==> src/rtl/traffic_pkg.sv <==
// Shared phase encoding and head colour constants for intersection_scheduler.
// Head outputs are active-low: a 0 bit lights that lamp. Head vectors are {red,green,blue}.
package traffic_pkg;

  typedef enum logic [2:0] {
    ALL_RED_A = 3'd0,
    A_GREEN   = 3'd1,
    A_CAUTION = 3'd2,
    ALL_RED_B = 3'd3,
    B_GREEN   = 3'd4,
    B_CAUTION = 3'd5,
    WALK      = 3'd6,
    BAD_PHASE = 3'd7
  } phase_e;

  localparam logic [2:0] HEAD_RED     = 3'b011;
  localparam logic [2:0] HEAD_GREEN   = 3'b101;
  localparam logic [2:0] HEAD_CAUTION = 3'b110;

  // Each head is red everywhere except its own green and caution phases.
  function automatic logic [2:0] head_of(phase_e p, phase_e grn, phase_e cau);
    logic [2:0] h;
    if (p == grn) begin
      h = HEAD_GREEN;
    end else if (p == cau) begin
      h = HEAD_CAUTION;
    end else begin
      h = HEAD_RED;
    end
    return h;
  endfunction

endpackage

==> src/rtl/intersection_scheduler_phase_timer.sv <==
// Phase dwell counter: counts up from zero after a clear and flags done at the
// programmed last count; it holds there rather than wrapping.
module phase_timer #(
  parameter int CNT_W = 28
) (
  input  logic             clk,
  input  logic             rst,
  input  logic             clr,
  input  logic [CNT_W-1:0] last,
  output logic             done
);

  logic [CNT_W-1:0] cnt_q;

  assign done = (cnt_q == last);

  always_ff @(posedge clk) begin
    if (rst) begin
      cnt_q <= '0;
    end else if (clr) begin
      cnt_q <= '0;
    end else if (!done) begin
      cnt_q <= cnt_q + CNT_W'(1);
    end else begin
      cnt_q <= cnt_q;
    end
  end

endmodule

==> src/rtl/intersection_scheduler.sv <==
// Two-approach intersection phase FSM with optional pedestrian walk phase,
// enabled by defining TRAFFIC_PED_EN. All outputs are registered.
module intersection_scheduler
  import traffic_pkg::*;
#(
  parameter int RED_CLR_CYC = 12_000_000,
  parameter int GREEN_CYC   = 120_000_000,
  parameter int CAUTION_CYC = 48_000_000,
  parameter int WALK_CYC    = 240_000_000,
  parameter int CNT_W       = 28
) (
  input  logic       clk,
  input  logic       rst,
  input  logic       ped_req,
  output logic       ped_ack,
  output logic       a_red,
  output logic       a_green,
  output logic       a_blue,
  output logic       b_red,
  output logic       b_green,
  output logic       b_blue,
  output logic       walk,
  output logic [2:0] phase
);

  localparam logic [CNT_W-1:0] RED_LAST   = CNT_W'(RED_CLR_CYC - 1);
  localparam logic [CNT_W-1:0] GREEN_LAST = CNT_W'(GREEN_CYC - 1);
  localparam logic [CNT_W-1:0] CAU_LAST   = CNT_W'(CAUTION_CYC - 1);
  localparam logic [CNT_W-1:0] WALK_LAST  = CNT_W'(WALK_CYC - 1);

  phase_e           state_q, state_d;
  logic [2:0]       a_head_q, b_head_q;
  logic             walk_q, walk_d;
  logic             ack_q, ack_d;
  logic [CNT_W-1:0] last_s;
  logic             done_s;
  logic             clr_s;

`ifdef TRAFFIC_PED_EN
  logic pending_q, pending_d;
`else
  logic ped_unused_s;
  assign ped_unused_s = ped_req;
`endif

  assign clr_s = (state_d != state_q);

  phase_timer #(.CNT_W(CNT_W)) u_timer (
    .clk  (clk),
    .rst  (rst),
    .clr  (clr_s),
    .last (last_s),
    .done (done_s)
  );

  always_comb begin
    last_s = WALK_LAST;
    case (state_q)
      ALL_RED_A, ALL_RED_B: last_s = RED_LAST;
      A_GREEN, B_GREEN:     last_s = GREEN_LAST;
      A_CAUTION, B_CAUTION: last_s = CAU_LAST;
      default:              last_s = WALK_LAST;
    endcase
  end

  always_comb begin
    state_d = state_q;
    walk_d  = 1'b0;
    ack_d   = 1'b0;
`ifdef TRAFFIC_PED_EN
    pending_d = pending_q;
`endif
    case (state_q)
      ALL_RED_A: if (done_s) state_d = A_GREEN;   else state_d = state_q;
      A_GREEN:   if (done_s) state_d = A_CAUTION; else state_d = state_q;
      A_CAUTION: if (done_s) state_d = ALL_RED_B; else state_d = state_q;
      ALL_RED_B: if (done_s) state_d = B_GREEN;   else state_d = state_q;
      B_GREEN:   if (done_s) state_d = B_CAUTION; else state_d = state_q;
      B_CAUTION: begin
        if (done_s) begin
`ifdef TRAFFIC_PED_EN
          // A request in the final caution cycle still wins this round.
          if (pending_q || ped_req) state_d = WALK;
          else                      state_d = ALL_RED_A;
`else
          state_d = ALL_RED_A;
`endif
        end else begin
          state_d = state_q;
        end
      end
`ifdef TRAFFIC_PED_EN
      WALK:      if (done_s) state_d = ALL_RED_A; else state_d = state_q;
`endif
      default:   state_d = ALL_RED_A;
    endcase
`ifdef TRAFFIC_PED_EN
    if (state_d == WALK && state_q != WALK) begin
      pending_d = 1'b0;
      ack_d     = 1'b1;
    end else if (ped_req && state_q != WALK) begin
      pending_d = 1'b1;
    end else begin
      pending_d = pending_q;
    end
    walk_d = (state_d == WALK);
`endif
  end

  always_ff @(posedge clk) begin
    if (rst) begin
      state_q  <= ALL_RED_A;
      a_head_q <= HEAD_RED;
      b_head_q <= HEAD_RED;
      walk_q   <= 1'b0;
      ack_q    <= 1'b0;
`ifdef TRAFFIC_PED_EN
      pending_q <= 1'b0;
`endif
    end else begin
      state_q  <= state_d;
      a_head_q <= head_of(state_d, A_GREEN, A_CAUTION);
      b_head_q <= head_of(state_d, B_GREEN, B_CAUTION);
      walk_q   <= walk_d;
      ack_q    <= ack_d;
`ifdef TRAFFIC_PED_EN
      pending_q <= pending_d;
`endif
    end
  end

  assign {a_red, a_green, a_blue} = a_head_q;
  assign {b_red, b_green, b_blue} = b_head_q;
  assign walk    = walk_q;
  assign ped_ack = ack_q;
  assign phase   = state_q;

endmodule

==> config.mk <==
export PLATFORM = sky130hd
export DESIGN_NAME = intersection_scheduler
export DESIGN_NICKNAME = d
export VERILOG_FILES = /design/src/rtl/traffic_pkg.sv /design/src/rtl/intersection_scheduler_phase_timer.sv /design/src/rtl/intersection_scheduler.sv
export SDC_FILE = /design/constraint.sdc
export NUM_CORES = 1
export LEC_CHECK = 0
export BUFFER_PORTS_ARGS = -buffer_cell sky130_fd_sc_hd__buf_4
export CORE_MARGIN = 4
export CORE_UTILIZATION = 60
export CTS_CLUSTER_SIZE = 12
export DETAILED_ROUTE_END_ITERATION = 12
export GPL_TIMING_DRIVEN = 0
export MAX_ROUTING_LAYER = met4
export PLACE_DENSITY = 0.81
export SYNTH_ARGS = -nofsm -noshare
export SYNTH_HDL_FRONTEND = slang
export SYNTH_SLANG_ARGS = --single-unit
export TNS_END_PERCENT = 20
==> constraint.sdc <==
create_clock -name clk -period 2.8 [get_ports clk]
set_clock_uncertainty 0.05 [all_clocks]
set_input_delay 0.14 -clock clk [delete_from_list [all_inputs] [get_ports clk]]
set_output_delay 0.14 -clock clk [all_outputs]
set_load 0.01 [all_outputs]
### Word level (Yosys, flattened, before mapping)

Cells that the tools add are included.

| storage, ports and cells | value |
|---|---|
| bits in read-only memories | 0 |
| register bits after elaboration | 37 |
| input bits | 3 |
| bits in writable memories | 0 |
| logic and storage cells | 37 |
| bits in latches | 0 |
| memories | 0 |

| operators by class | value |
|---|---|
| reduce and logical (&&, ||, !) cells | 7 |
| add/sub/neg operators | 1 |
| $mul | 0 |
| multiplexer cells | 12 |
| div/mod/pow operators | 0 |
| bitwise gates (word level) | 0 |
| shift operators | 0 |
| magnitude comparators | 0 |
| equality and inequality tests | 11 |

Operators by type and width:

| kind | count |
|---|---|
| $pmux 28 s3 | 1 |
| $mux 3 | 10 |
| $add 28x1->28 const B | 1 |
| $eq 28x28->1 | 1 |
| $pmux 3 s6 | 1 |
| $eq 3x3->1 const B | 4 |
| $reduce_or 2->1 | 6 |
| $eq 3x2->1 const B | 3 |
| $eq 3x1->1 const B | 2 |
| $logic_not 3->1 | 1 |
| $ne 3x3->1 | 1 |

### Longest topological paths before layout

| depth | value |
|---|---|
| depth in word-level cells | 9 |
| depth in mapped cells | 9 |
| mapped depth without buffers | 7 |

### Modules after synthesis

A second synthesis with hierarchy kept.

| second synthesis, totals | value |
|---|---|
| cell total of the unflattened synthesis | 296 |
| area, all modules | 2,506.2 sq um |

Modules (own cells, without submodules):

| module | area an instance (sq um) | times used | cells an instance |
|---|---|---|---|
| phase_timer | 2,038.2 | 1 | 238 |
| intersection_scheduler | 467.9 | 1 | 58 |

### Worst setup path after synthesis

OpenSTA, ideal clock, no wires.

| timing path | value |
|---|---|
| path type | register to register |
| start | register state_q[0] (netlist: phase[0]) |
| end | register a_head_q[2] |
| stages on the path, launching flop included | 9 |
| arrival time | 2.395 ns |
| data required time | 2.659 ns |
| library setup time | 0.091 ns |
| path slack | 0.264 ns |
| path through | dfxtp_1 -> buf_6 -> buf_4 -> mux2i_1 -> mux2i_1 -> o21ai_0 -> or4_1 -> or4_1 -> a311oi_1 |

| on the way | value |
|---|---|
| longest elaborated chain between the ends | 9 |
| elaborated cells on any way between the ends | 22 |

RTL lines:

| item | line | source |
|---|---|---|
| start: declaration | intersection_scheduler.sv:31 | `phase_e state_q, state_d;` |
| start signal: assignment | intersection_scheduler.sv:121 | `state_q <= state_d;` |
| $eq 3x3->1, or another cell as far along | intersection_scheduler.sv:58, intersection_scheduler.sv:73 |  |
| $reduce_or 2->1 | intersection_scheduler.sv:58 | `case (state_q)` |
| $pmux 28 s3 | intersection_scheduler.sv:58 |  |
| $eq 28x28->1 | intersection_scheduler_phase_timer.sv:15 | `assign done = (cnt_q == last);` |
| $mux 3, or another cell as far along | intersection_scheduler.sv:80 | `if (done_s) begin` |
| $pmux 3 s6 (*) | intersection_scheduler.sv:73 | `case (state_q)` |
| $eq 3x2->1 | traffic_pkg.sv:25 | `end else if (p == cau) begin` |
| $mux 3 | traffic_pkg.sv:25 |  |
| $mux 3 (*) | traffic_pkg.sv:23 | `if (p == grn) begin` |
| end signal: assignment | intersection_scheduler.sv:122 | `a_head_q <= head_of(state_d, A_GREEN, A_CAUTION);` |
| end: declaration | intersection_scheduler.sv:32 | `logic [2:0] a_head_q, b_head_q;` |

Every way passes the cells marked *; elsewhere a longest branch is shown, timed or not.
A chain may end at the register's enable or synchronous reset.

### Worst setup path in the final report

Same ends and word-level chain as after synthesis.

==> flow_summary_export.csv <==
group,metric,value,unit
run_status,status,"completed",
pwr,power_leakage,0.949,nW
cells_and_area,final_common_cell,"nor2_1",
cts,clk_path_buf_depth,2,
die,die_h,69.5,um
timing,fmax,370,MHz
logic_synthesis,ys_ff_latch,37,
placed_design,numPortBuffers,10,
logic_synthesis,syn_area,2270,um2
cts,cts_tree,"yes",
cts,numCtsBuffers,5,
logic_synthesis,synthXorXnorAreaFrac,11.5,%
die,core,3660,um2
pwr,intPower,0.834,mW
logic_synthesis,ys_seq_area_share,32.6,%
cells_and_area,design_area,2610,um2
drt,wl_met2,2.56,mm
logic_synthesis,ys_warn_count,0,
timing,final_hold_viol_count,0,
timing,setup_slack,0.0945,ns
drt,wire_per_inst,15.3,um
cells_and_area,postLayoutCoreUtil,71.2,%
drt,wl_met3,338,um
logic_synthesis,yosys_most_used_dff,"dfxtp_1",
cts,clkTransAtPathRegs,0.08,ns
pwr,p_clk_share,45.9,%
worst_setup_path,worstPathRequired,2.96,ns
worst_setup_path,start_kind,"flip-flop",
logic_synthesis,synth_cell_types,63,
drt,highest_layer,"met4",
cells_and_area,nets,299,
global_route,grt_max_degree,12,
timing,finalMaxSlewViolations,0,
logic_synthesis,synth_compound_area_share,13.1,%
die,placementRows,22,
timing,setup_viol,0,
global_route,grt_pass1_wl,8.68,mm
worst_setup_path,arrival,2.86,ns
global_route,first_global_vias,1888,
global_route,gr-total-overflow,0,
cts,clock_tree.root_cell,"clkbuf_8",
die,io-pin-count,14,
drt,vias_per_cell,5.92,
pwr,pwr-share-comb,2.9,%
cts,htree_levels,2,
worst_setup_path,crit_fanout,10,
pwr,power,1.04,mW
global_route,antenna_found_initial,0,
drt,vias,2038,
drt,first_iter_violations,175,
worst_setup_path,end_kind,"flip-flop",
worst_setup_path,path_class,"flip-flop to flip-flop",
drt,wl,5.28,mm
timing,tightest_slew,0.624,ns
cells_and_area,drive_above_1_share,16.9,%
pwr,switchingPower,0.207,mW
drt,dr.pass1.iters,4,
timing,period_share,96.6,%
cells_and_area,area_delta_synth_final,14.6,%
logic_synthesis,synthMuxAreaShare,3.14,%
pwr,worst_ir_drop_vdd,0.329,mV
pwr,pwr-share-seq,51.2,%
die,initial_utilization,62.1,%
die,dieArea,4840,um2
pwr,netSwitchingFraction,19.9,%
worst_hold_path,hold_class,"flip-flop to flip-flop",
drt,drt-met1-wl,2.28,mm
placed_design,place_area,2410,um2
global_route,grt_util_all_layers,22.6,%
logic_synthesis,yosys.area_share.adder,0.991,%
logic_synthesis,syn_area_per_cell,8.35,um2
placed_design,preCtsSetupSlack,0.0408,ns
job,cap_viol_max_count,0,
timing,rsz0062_at_grt,"true",
pwr,power_density,400,nW/um2
cts,clock-sinks,37,
timing,post-route-min-period,2.71,ns
cts,worstSkewPairLatency,0.29,ns
drt,drc,0,
timing,slew_headroom,58.0,%
cells_and_area,num_antenna_cells,0,
die,die_w,69.5,um
logic_synthesis,synth_edf_count,0,
logic_synthesis,synth_top_family_by_area,"simple AND/OR/NAND/NOR gates",
placed_design,globalplace.congestion,0.947,
cells_and_area,final_cell_mix,"nor2_1, dfxtp_1, nand2_1, buf_4",
logic_synthesis,synth-async-reset-ratio,0,%
drt,ant_nets,0,
placed_design,hpwl,3.81,mm
logic_synthesis,netlist_instances,272,
cells_and_area,fill_cells,307,
logic_synthesis,synth-simple-area-share,30.8,%
[layer usage]
metal,track usage [%],vias to the layer above
met2,38.0,64
met3,3.91,14
li1,-,1005
met4,6.51,0
met1,27.8,955
met5,-,-
[power by group through the flow]
stage                     combinational, mW  clock, mW  sequential (mW)
after floorplan                      0.0169          0            0.545
after global placement               0.0226          0            0.545
after detailed placement             0.0233          0            0.545
after CTS                            0.0245      0.480            0.533
after global routing                 0.0341      0.499            0.533
final                                0.0298      0.478            0.533
[worst paths after layout]
path	slack [ns]	depth (start not counted)	start	end
max	0.09	8	phase[0]$_SDFF_PP0_	a_head_q[2]$_SDFF_PP0_
min	0.42	1	u_timer.cnt_q[0]$_SDFFE_PP0N_	u_timer.cnt_q[0]$_SDFFE_PP0N_
max reg2reg	0.09	8	phase[0]$_SDFF_PP0_	a_head_q[2]$_SDFF_PP0_
min reg2reg	0.42	1	u_timer.cnt_q[0]$_SDFFE_PP0N_	u_timer.cnt_q[0]$_SDFFE_PP0N_
[final cells by class]
class / instances / area, um2 / share of cell area (%)
Buffer: 19 / 145 / 5.57
Clock buffer: 7 / 86.3 / 3.31
Clock inverter: 1 / 30.0 / 1.15
Inverter: 10 / 37.5 / 1.44
Multi-Input combinational cell: 207 / 1390 / 53.4
Sequential cell: 37 / 741 / 28.4
Tap cell: 48 / 60.1 / 2.31
Timing Repair Buffer: 15 / 115 / 4.42
[worst max-delay path, cell delays in order, from the launching register on]
cell      delay, ns
dfxtp_1        0.36
buf_6          0.15
buf_6          0.16
mux2i_4        0.29
mux2i_2        0.26
o21ai_0        0.10
or4_1          0.55
or4_1          0.44
a311oi_1       0.26
[synth_stat cells (all sizes together), types with 2 or more instances]
cell type	n	area (um2)
xnor2	14	123
o21a	3	22.5
o31ai	2	28.8
o21ai	6	33.8
nand3b	7	52.6
o32a	2	21.3
o22ai	2	12.5
or3b	3	26.3
nor2	40	150
nor3b	6	45.0
nand3	12	60.1
and2	2	12.5
mux2i	6	60.1
and3b	2	17.5
a311oi	2	17.5
and3	5	31.3
xor2	15	139
and4	3	26.3
or4	6	48.8
nor4	5	31.3
a21oi	5	25.0
o32ai	2	17.5
nor2b	2	12.5
o21bai	3	22.5
inv	10	37.5
nand2	16	60.1
o31a	2	18.8
o211ai	2	15.0
nand4	7	43.8
clkbuf	8	43.8
buf	11	92.6
or2	3	18.8
dfxtp	37	741
nor3	5	25.0
[registers in the layout, indices dropped and copies added (netlist names)]
name and count:
u_timer.cnt_q 28, a_head_q 3, b_head_q 3, phase 3
[cells by family (layout without fill, tap and decap cells)]
| logic type | Yosys count | count (layout) |
|---|---|---|
| other cells | 1 | 2 |
| compound gates | 38 | 38 |
| buf+inv | 29 | 52 |
| fa+ha+maj | 2 | 2 |
| xor+xnor | 29 | 29 |
| mux | 7 | 7 |
| flops | 37 | 37 |
| simple gates | 129 | 129 |
[per-stage QoR]
stage	TNS (ns)	hold WS (ns)	instances
2_1_floorplan	0	0.168	273
3_3_place_gp	0	0.300	331
3_5_place_dp	0	0.297	331
4_1_cts	0	0.419	340
5_1_grt	-0.0582	0.436	344
6_report	0	0.420	344
[what timing repair did]
| action | in CTS | in global routing |
|---|---|---|
| hold endpoints to repair | 1 | 0 |
| hold buffers | 1 | 0 |
| setup buffers | 0 | 4 |
| endpoints found under the setup margin | 0 | 23 |
| gates resized for setup | 0 | 8 |
No activity file was read; power rests on OpenSTA's default activity.
